--- src/rtl/spike_rate_decoder.sv ---
// Spike-rate decoder: counts spike rising edges over a 16/32/64/128-cycle window and reports the rate.
// Optional inter-spike-interval measurement is compiled in with SPIKE_RATE_ISI_EN.
//
// state | meaning
// IDLE  | decoder disarmed, outputs hold last results
// COUNT | window timer running, spike events accumulate
module spike_rate_decoder #(
   parameter int CNT_W = 8
) (
   input  logic             clk,
   input  logic             rst_n,
   input  logic             ena,
   input  logic             spike,
   input  logic [1:0]       win_sel,
   input  logic             clear,
   output logic [CNT_W-1:0] rate,
   output logic             rate_valid,
   output logic [CNT_W-1:0] isi,
   output logic             isi_valid,
   output logic             busy
);

   typedef enum logic {
      IDLE  = 1'b0,
      COUNT = 1'b1
   } state_t;

   localparam logic [CNT_W-1:0] CNT_MAX = '1;
   localparam logic [CNT_W-1:0] CNT_ONE = {{(CNT_W-1){1'b0}}, 1'b1};

   state_t           state_q, state_d;
   logic             spike_prev_q;
   logic [6:0]       win_cnt_q, win_cnt_d;
   logic [CNT_W-1:0] spk_cnt_q, spk_cnt_d;
   logic [CNT_W-1:0] rate_q, rate_d;
   logic             rate_valid_q, rate_valid_d;
   logic             spike_evt;
   logic             win_tc;

   // Window timer counts down from N-1; the window length lives in the load value.
   function automatic logic [6:0] win_load(input logic [1:0] sel);
      case (sel)
         2'd0:    return 7'd15;
         2'd1:    return 7'd31;
         2'd2:    return 7'd63;
         default: return 7'd127;
      endcase
   endfunction

   function automatic logic [CNT_W-1:0] sat_inc(input logic [CNT_W-1:0] cnt, input logic inc);
      return (inc && (cnt != CNT_MAX)) ? cnt + CNT_ONE : cnt;
   endfunction

   assign spike_evt = spike & ~spike_prev_q;
   assign win_tc    = (win_cnt_q == 7'd0);

   always_comb begin
      state_d      = state_q;
      win_cnt_d    = win_cnt_q;
      spk_cnt_d    = spk_cnt_q;
      rate_d       = rate_q;
      rate_valid_d = 1'b0;
      case (state_q)
         IDLE: begin
            if (ena && !clear) begin
               state_d   = COUNT;
               win_cnt_d = win_load(win_sel);
               spk_cnt_d = '0;
            end
         end
         COUNT: begin
            if (!ena) begin
               state_d   = IDLE;
               win_cnt_d = '0;
               spk_cnt_d = '0;
            end else if (clear) begin
               win_cnt_d = win_load(win_sel);
               spk_cnt_d = '0;
            end else if (win_tc) begin
               rate_d       = sat_inc(spk_cnt_q, spike_evt);
               rate_valid_d = 1'b1;
               win_cnt_d    = win_load(win_sel);
               spk_cnt_d    = '0;
            end else begin
               win_cnt_d = win_cnt_q - 7'd1;
               spk_cnt_d = sat_inc(spk_cnt_q, spike_evt);
            end
         end
         default: state_d = IDLE;
      endcase
   end

   always_ff @(posedge clk or negedge rst_n) begin
      if (!rst_n) begin
         state_q      <= IDLE;
         spike_prev_q <= 1'b0;
         win_cnt_q    <= '0;
         spk_cnt_q    <= '0;
         rate_q       <= '0;
         rate_valid_q <= 1'b0;
      end else begin
         state_q      <= state_d;
         spike_prev_q <= spike;
         win_cnt_q    <= win_cnt_d;
         spk_cnt_q    <= spk_cnt_d;
         rate_q       <= rate_d;
         rate_valid_q <= rate_valid_d;
      end
   end

   assign rate       = rate_q;
   assign rate_valid = rate_valid_q;
   assign busy       = (state_q == COUNT);

`ifdef SPIKE_RATE_ISI_EN
   logic             isi_run_q, isi_run_d;
   logic [CNT_W-1:0] isi_cnt_q, isi_cnt_d;
   logic [CNT_W-1:0] isi_q, isi_d;
   logic             isi_valid_q, isi_valid_d;

   // The interval counter is untouched by window boundaries; only arming, clear and disarm reset it.
   always_comb begin
      isi_run_d   = isi_run_q;
      isi_cnt_d   = isi_cnt_q;
      isi_d       = isi_q;
      isi_valid_d = 1'b0;
      if ((state_q != COUNT) || !ena || clear) begin
         isi_run_d = 1'b0;
         isi_cnt_d = '0;
      end else if (spike_evt) begin
         if (isi_run_q) begin
            isi_d       = isi_cnt_q;
            isi_valid_d = 1'b1;
         end
         isi_run_d = 1'b1;
         isi_cnt_d = CNT_ONE;
      end else if (isi_run_q) begin
         isi_cnt_d = sat_inc(isi_cnt_q, 1'b1);
      end
   end

   always_ff @(posedge clk or negedge rst_n) begin
      if (!rst_n) begin
         isi_run_q   <= 1'b0;
         isi_cnt_q   <= '0;
         isi_q       <= '0;
         isi_valid_q <= 1'b0;
      end else begin
         isi_run_q   <= isi_run_d;
         isi_cnt_q   <= isi_cnt_d;
         isi_q       <= isi_d;
         isi_valid_q <= isi_valid_d;
      end
   end

   assign isi       = isi_q;
   assign isi_valid = isi_valid_q;
`else
   assign isi       = '0;
   assign isi_valid = 1'b0;
`endif

endmodule
--- config.mk ---
export PLATFORM = sky130hd
export DESIGN_NAME = spike_rate_decoder
export DESIGN_NICKNAME = d
export VERILOG_FILES = /design/src/rtl/spike_rate_decoder.sv
export SDC_FILE = /design/constraint.sdc
export NUM_CORES = 1
export LEC_CHECK = 0
export CAP_MARGIN = 40
export CORE_ASPECT_RATIO = 0.9
export CORE_MARGIN = 3
export CORE_UTILIZATION = 57
export DETAILED_ROUTE_END_ITERATION = 12
export PLACE_DENSITY = 0.93
export SLEW_MARGIN = 20
export SYNTH_ARGS = -nofsm -noshare
export SYNTH_HDL_FRONTEND = slang
export SYNTH_SLANG_ARGS = --single-unit
--- constraint.sdc ---
create_clock -name clk -period 4.9 [get_ports clk]
set_input_delay 0.98 -clock clk [delete_from_list [all_inputs] [get_ports clk]]
set_output_delay 0.98 -clock clk [all_outputs]
set_load 0.02 [all_outputs]
==> reports/qor.tcl <==
set qor(syn_avg_cell_area_sq_um) 9.38
set qor(clock_tree.buffer_depth) 2
set qor(timing.critical_path.buf_inv) 1
set qor(synth-edff-count) 0
set qor(slew_viol_final) 0
set qor(crit_path_cell_trace) {clkdlybuf4s50_1, nand3b_1, a21oi_1, and2_1, mux2_2}
set qor(power_total_w) 0.000507
set qor(antenna_cells_inserted) 0
set qor(timing.final.ws_setup_ns) 2.16
set qor(internal-power_w) 0.000360
set qor(power_per_cell_area_mw_per_mm2) 289
set qor(drc_errors) 0
set qor(worstMarginPinSlew_ns) 0.852
set qor(most_used_standard_cell_by_instance_count_after_synthesis) {sky130_fd_sc_hd__dfrtp_1}
set qor(critical_path_required_ns) 5.17
set qor(maxCapViolCount) 0
set qor(postSynth.asyncResetShare_pct) 100
set qor(synth-warning-count) 0
set qor(detailedPlace.worstSlack_ns) 1.98
set qor(timing.critical_path.arrival_ns) 3.01
set qor(comb_power_share_pct) 20.7
set qor(synthTopCellsByCount) {sky130_fd_sc_hd__dfrtp_1, sky130_fd_sc_hd__a21oi_1, sky130_fd_sc_hd__nand2_1}
set qor(synth_sequential_area_ratio_pct) 41.3
set qor(routed_wire_length_per_instance_um) 15.7
set qor(maximum_number_of_pins_on_one_net_before_global_route_repair) 27
set qor(post_synth_instance_area_sq_mm) 0.00158
set qor(post-route-min-period_ns) 2.74
set qor(cp_slowest_cell) {sky130_fd_sc_hd__a21oi_1}
set qor(cts_post_setup_buffers_inserted) 0
set qor(detailedRoute.firstIterationViolations) 66
set qor(drtPass1Iterations) 7
set qor(area.growth.synth_to_final_pct) 11.4
set qor(place.detailed.hpwl_um) 2400
set qor(startpoint_type) {input port}
set qor(timing.critical_path.max_delay_family) {compound AO/OA/AOI/OAI gates}
set qor(die_w_um) 61.4
set qor(critical-path-max-stage-delay_ns) 0.72
set qor(design.die.area_sq_mm) 0.00343
set qor(gr-total-overflow) 0
set qor(grt_first_pass_wirelength_um) 5600
set qor(clock_root_buffer) {sky130_fd_sc_hd__clkbuf_4}
set qor(final_core_util_pct) 69.3
set qor(netlist_instances) 168
set qor(cts_tree) {built}
set qor(num_io_pins) 26
set qor(yosys.area.top_type) {sky130_fd_sc_hd__dfrtp_1}
set qor(design.final.nets) 193
set qor(vdd.ir_drop.worst_mv) 0.263
set qor(synth_largest_type_area_fraction_pct) 41.3
set qor(cts.htree.levels) 1
set qor(yosys_register_bits) 26
set qor(hold_viol_final) 0
set qor(worst-setup-path-type) {input port to flip-flop}
set qor(setup_viol_count_final) 0
set qor(holdBufCountCts) 0
set qor(worstSetupEndpointType) {flip-flop}
set qor(outcome) {finished, final reports clean}
set qor(total_clock_buffers_created_by_cts) 3
set qor(tritoncts_num_sinks) 26
set qor(chipHeight_um) 55.9
set qor(drt.antenna.violating_nets) 0
set qor(core.rowCount) 17
set qor(sequential_fraction_of_design_power_pct) 50.5
set qor(antenna_found_initial) 0
set qor(placement.io_buffers) 16
set qor(final.period_utilization_pct) 55.8
set qor(switching_share_pct) 28.9
set qor(final_layout_size_suffix_gt1_share_pct) 7.14
set qor(initial_core_util_pct) 62.2
set qor(worst_skew_late_latency_ns) 0.33
set qor(routed_via_density) 6.17
set qor(design.core.area_sq_mm) 0.00253
set qor(p_sw_w) 0.000147
set qor(synth_top_cells_by_area) {sky130_fd_sc_hd__dfrtp_1, sky130_fd_sc_hd__a21oi_1, sky130_fd_sc_hd__buf_4}
set qor(worst_slew_margin_rel_pct) 43.2
set qor(totalWireLength_um) 3300
set qor(worstHoldPathType) {flip-flop to flip-flop}
set qor(static-leakage-power_nw) 0.767
set qor(reg2reg_setup_slack_ns) 2.82
set qor(clock_skew_ns) 0.0121
set qor(ys_types) 50
set qor(fin_setup_tns_ns) 0
set qor(cts.repair.resized) 0
set qor(grt_pass1_vias) 1183
set qor(clock_power_share_pct) 28.8
set qor(gp_congestion) 0.939
set qor(timing.critical_path.fanout_max) 11
set qor(clkTransAtPathRegs_ns) 0.14
set qor(max_freq_mhz) 365
set qor(dr_vias) 1295
set qor(yosys_most_used_dff) {sky130_fd_sc_hd__dfrtp_1}
set qor(grt_overall_usage_pct) 20.8
set qor(rsz0062_at_grt) {false}
==> cell type report <==
cell class | count | area (sq um)
fill | 197 | 777
clock inverter | 1 | 30.0
sequential | 26 | 651
tap | 28 | 35.0
clock buffer | 3 | 22.5
timing repair buffer | 16 | 155
multi-input combinational | 130 | 838
inverter | 6 | 22.5
==> power by group through the flow <==
stage	clock network, W	logic (W)	registers, W
floorplan	0	0.0000675	0.000262
global placement	0	0.000102	0.000257
detailed placement	0	0.000104	0.000260
CTS	0.000147	0.000105	0.000256
global route	0.000158	0.000116	0.000259
finish	0.000146	0.000105	0.000256
==> per-stage QoR <==
step	cells	instance area, sq um	hold slack (ns)
3_5_place_dp	206	1700	0.516
5_1_grt	210	1750	0.577
4_1_cts	210	1750	0.548
3_3_place_gp	206	1710	0.505
2_1_floorplan	176	1610	0.505
6_report	210	1750	0.543
==> cell families (layout without fill, tap and decap cells) <==
group / after synthesis / in the layout / synth area share [%]
other cells: 1 / 9 / 0.238
mux: 5 / 5 / 3.26
xor+xnor: 9 / 9 / 5.00
fa+ha+maj: 3 / 3 / 2.38
compound gates: 53 / 53 / 22.2
flops: 26 / 26 / 41.3
simple gates: 51 / 51 / 18.3
buf+inv: 20 / 26 / 7.39
==> worst paths after layout <==
check | start | to | cells past startpoint
worst max-delay path | ena | spk_cnt_q[0] | 5
worst min-delay path | rate[7] | rate[7] | 2
worst max register to register | win_cnt_q[0] | spk_cnt_q[0] | 6
worst min register to register | rate[7] | rate[7] | 2
max in group asynchronous | rst_n | spk_cnt_q[4] | 1
min in group asynchronous | rst_n | win_cnt_q[4] | 1
==> cells in the final DEF, fill, tap and decap left out, types with 2 or more instances in the layout <==
cell / n
sky130_fd_sc_hd__conb_1: 9
sky130_fd_sc_hd__and3_1: 2
sky130_fd_sc_hd__o21ai_0: 6
sky130_fd_sc_hd__nand2_1: 11
sky130_fd_sc_hd__and2_1: 2
sky130_fd_sc_hd__o211ai_1: 2
sky130_fd_sc_hd__inv_1: 6
sky130_fd_sc_hd__o22a_1: 2
sky130_fd_sc_hd__a21boi_1: 2
sky130_fd_sc_hd__xor2_1: 4
sky130_fd_sc_hd__nor3_1: 4
sky130_fd_sc_hd__a21o_1: 3
sky130_fd_sc_hd__a22oi_1: 2
sky130_fd_sc_hd__nand3b_1: 2
sky130_fd_sc_hd__nand3_1: 2
sky130_fd_sc_hd__clkbuf_4: 3
sky130_fd_sc_hd__a31oi_1: 4
sky130_fd_sc_hd__nand4_1: 2
sky130_fd_sc_hd__nor4_1: 2
sky130_fd_sc_hd__xnor2_1: 5
sky130_fd_sc_hd__ha_1: 3
sky130_fd_sc_hd__mux2i_1: 4
sky130_fd_sc_hd__a21oi_1: 17
sky130_fd_sc_hd__dfrtp_1: 26
sky130_fd_sc_hd__o31a_1: 2
sky130_fd_sc_hd__o21ai_1: 2
sky130_fd_sc_hd__nand2b_1: 3
sky130_fd_sc_hd__nor2_1: 10
sky130_fd_sc_hd__nor2b_1: 4
sky130_fd_sc_hd__clkdlybuf4s50_1: 15
==> worst min-delay path: cells and delay by family (launching register included) <==
family	cells	cell delay [ns]
flip-flops	1	0.37
AO/OA/AOI/OAI	1	0.10
AND/OR/NAND/NOR	1	0.05
==> sequential cells by signal, indices dropped and copies added (netlist names) <==
register      flops
rate_valid        1
spike_prev_q      1
busy              1
spk_cnt_q         8
rate              8
win_cnt_q         7
==> routing by layer <==
metal	global-route usage [%]	share of wire [%]	vias to the layer above
met5	0	0	-
met4	3.03	1.9	0
met3	4.18	9.0	11
met2	31.3	45	75
met1	31.5	44	588
li1	-	-	621
Note: power is estimated with default switching activity, not from simulation.
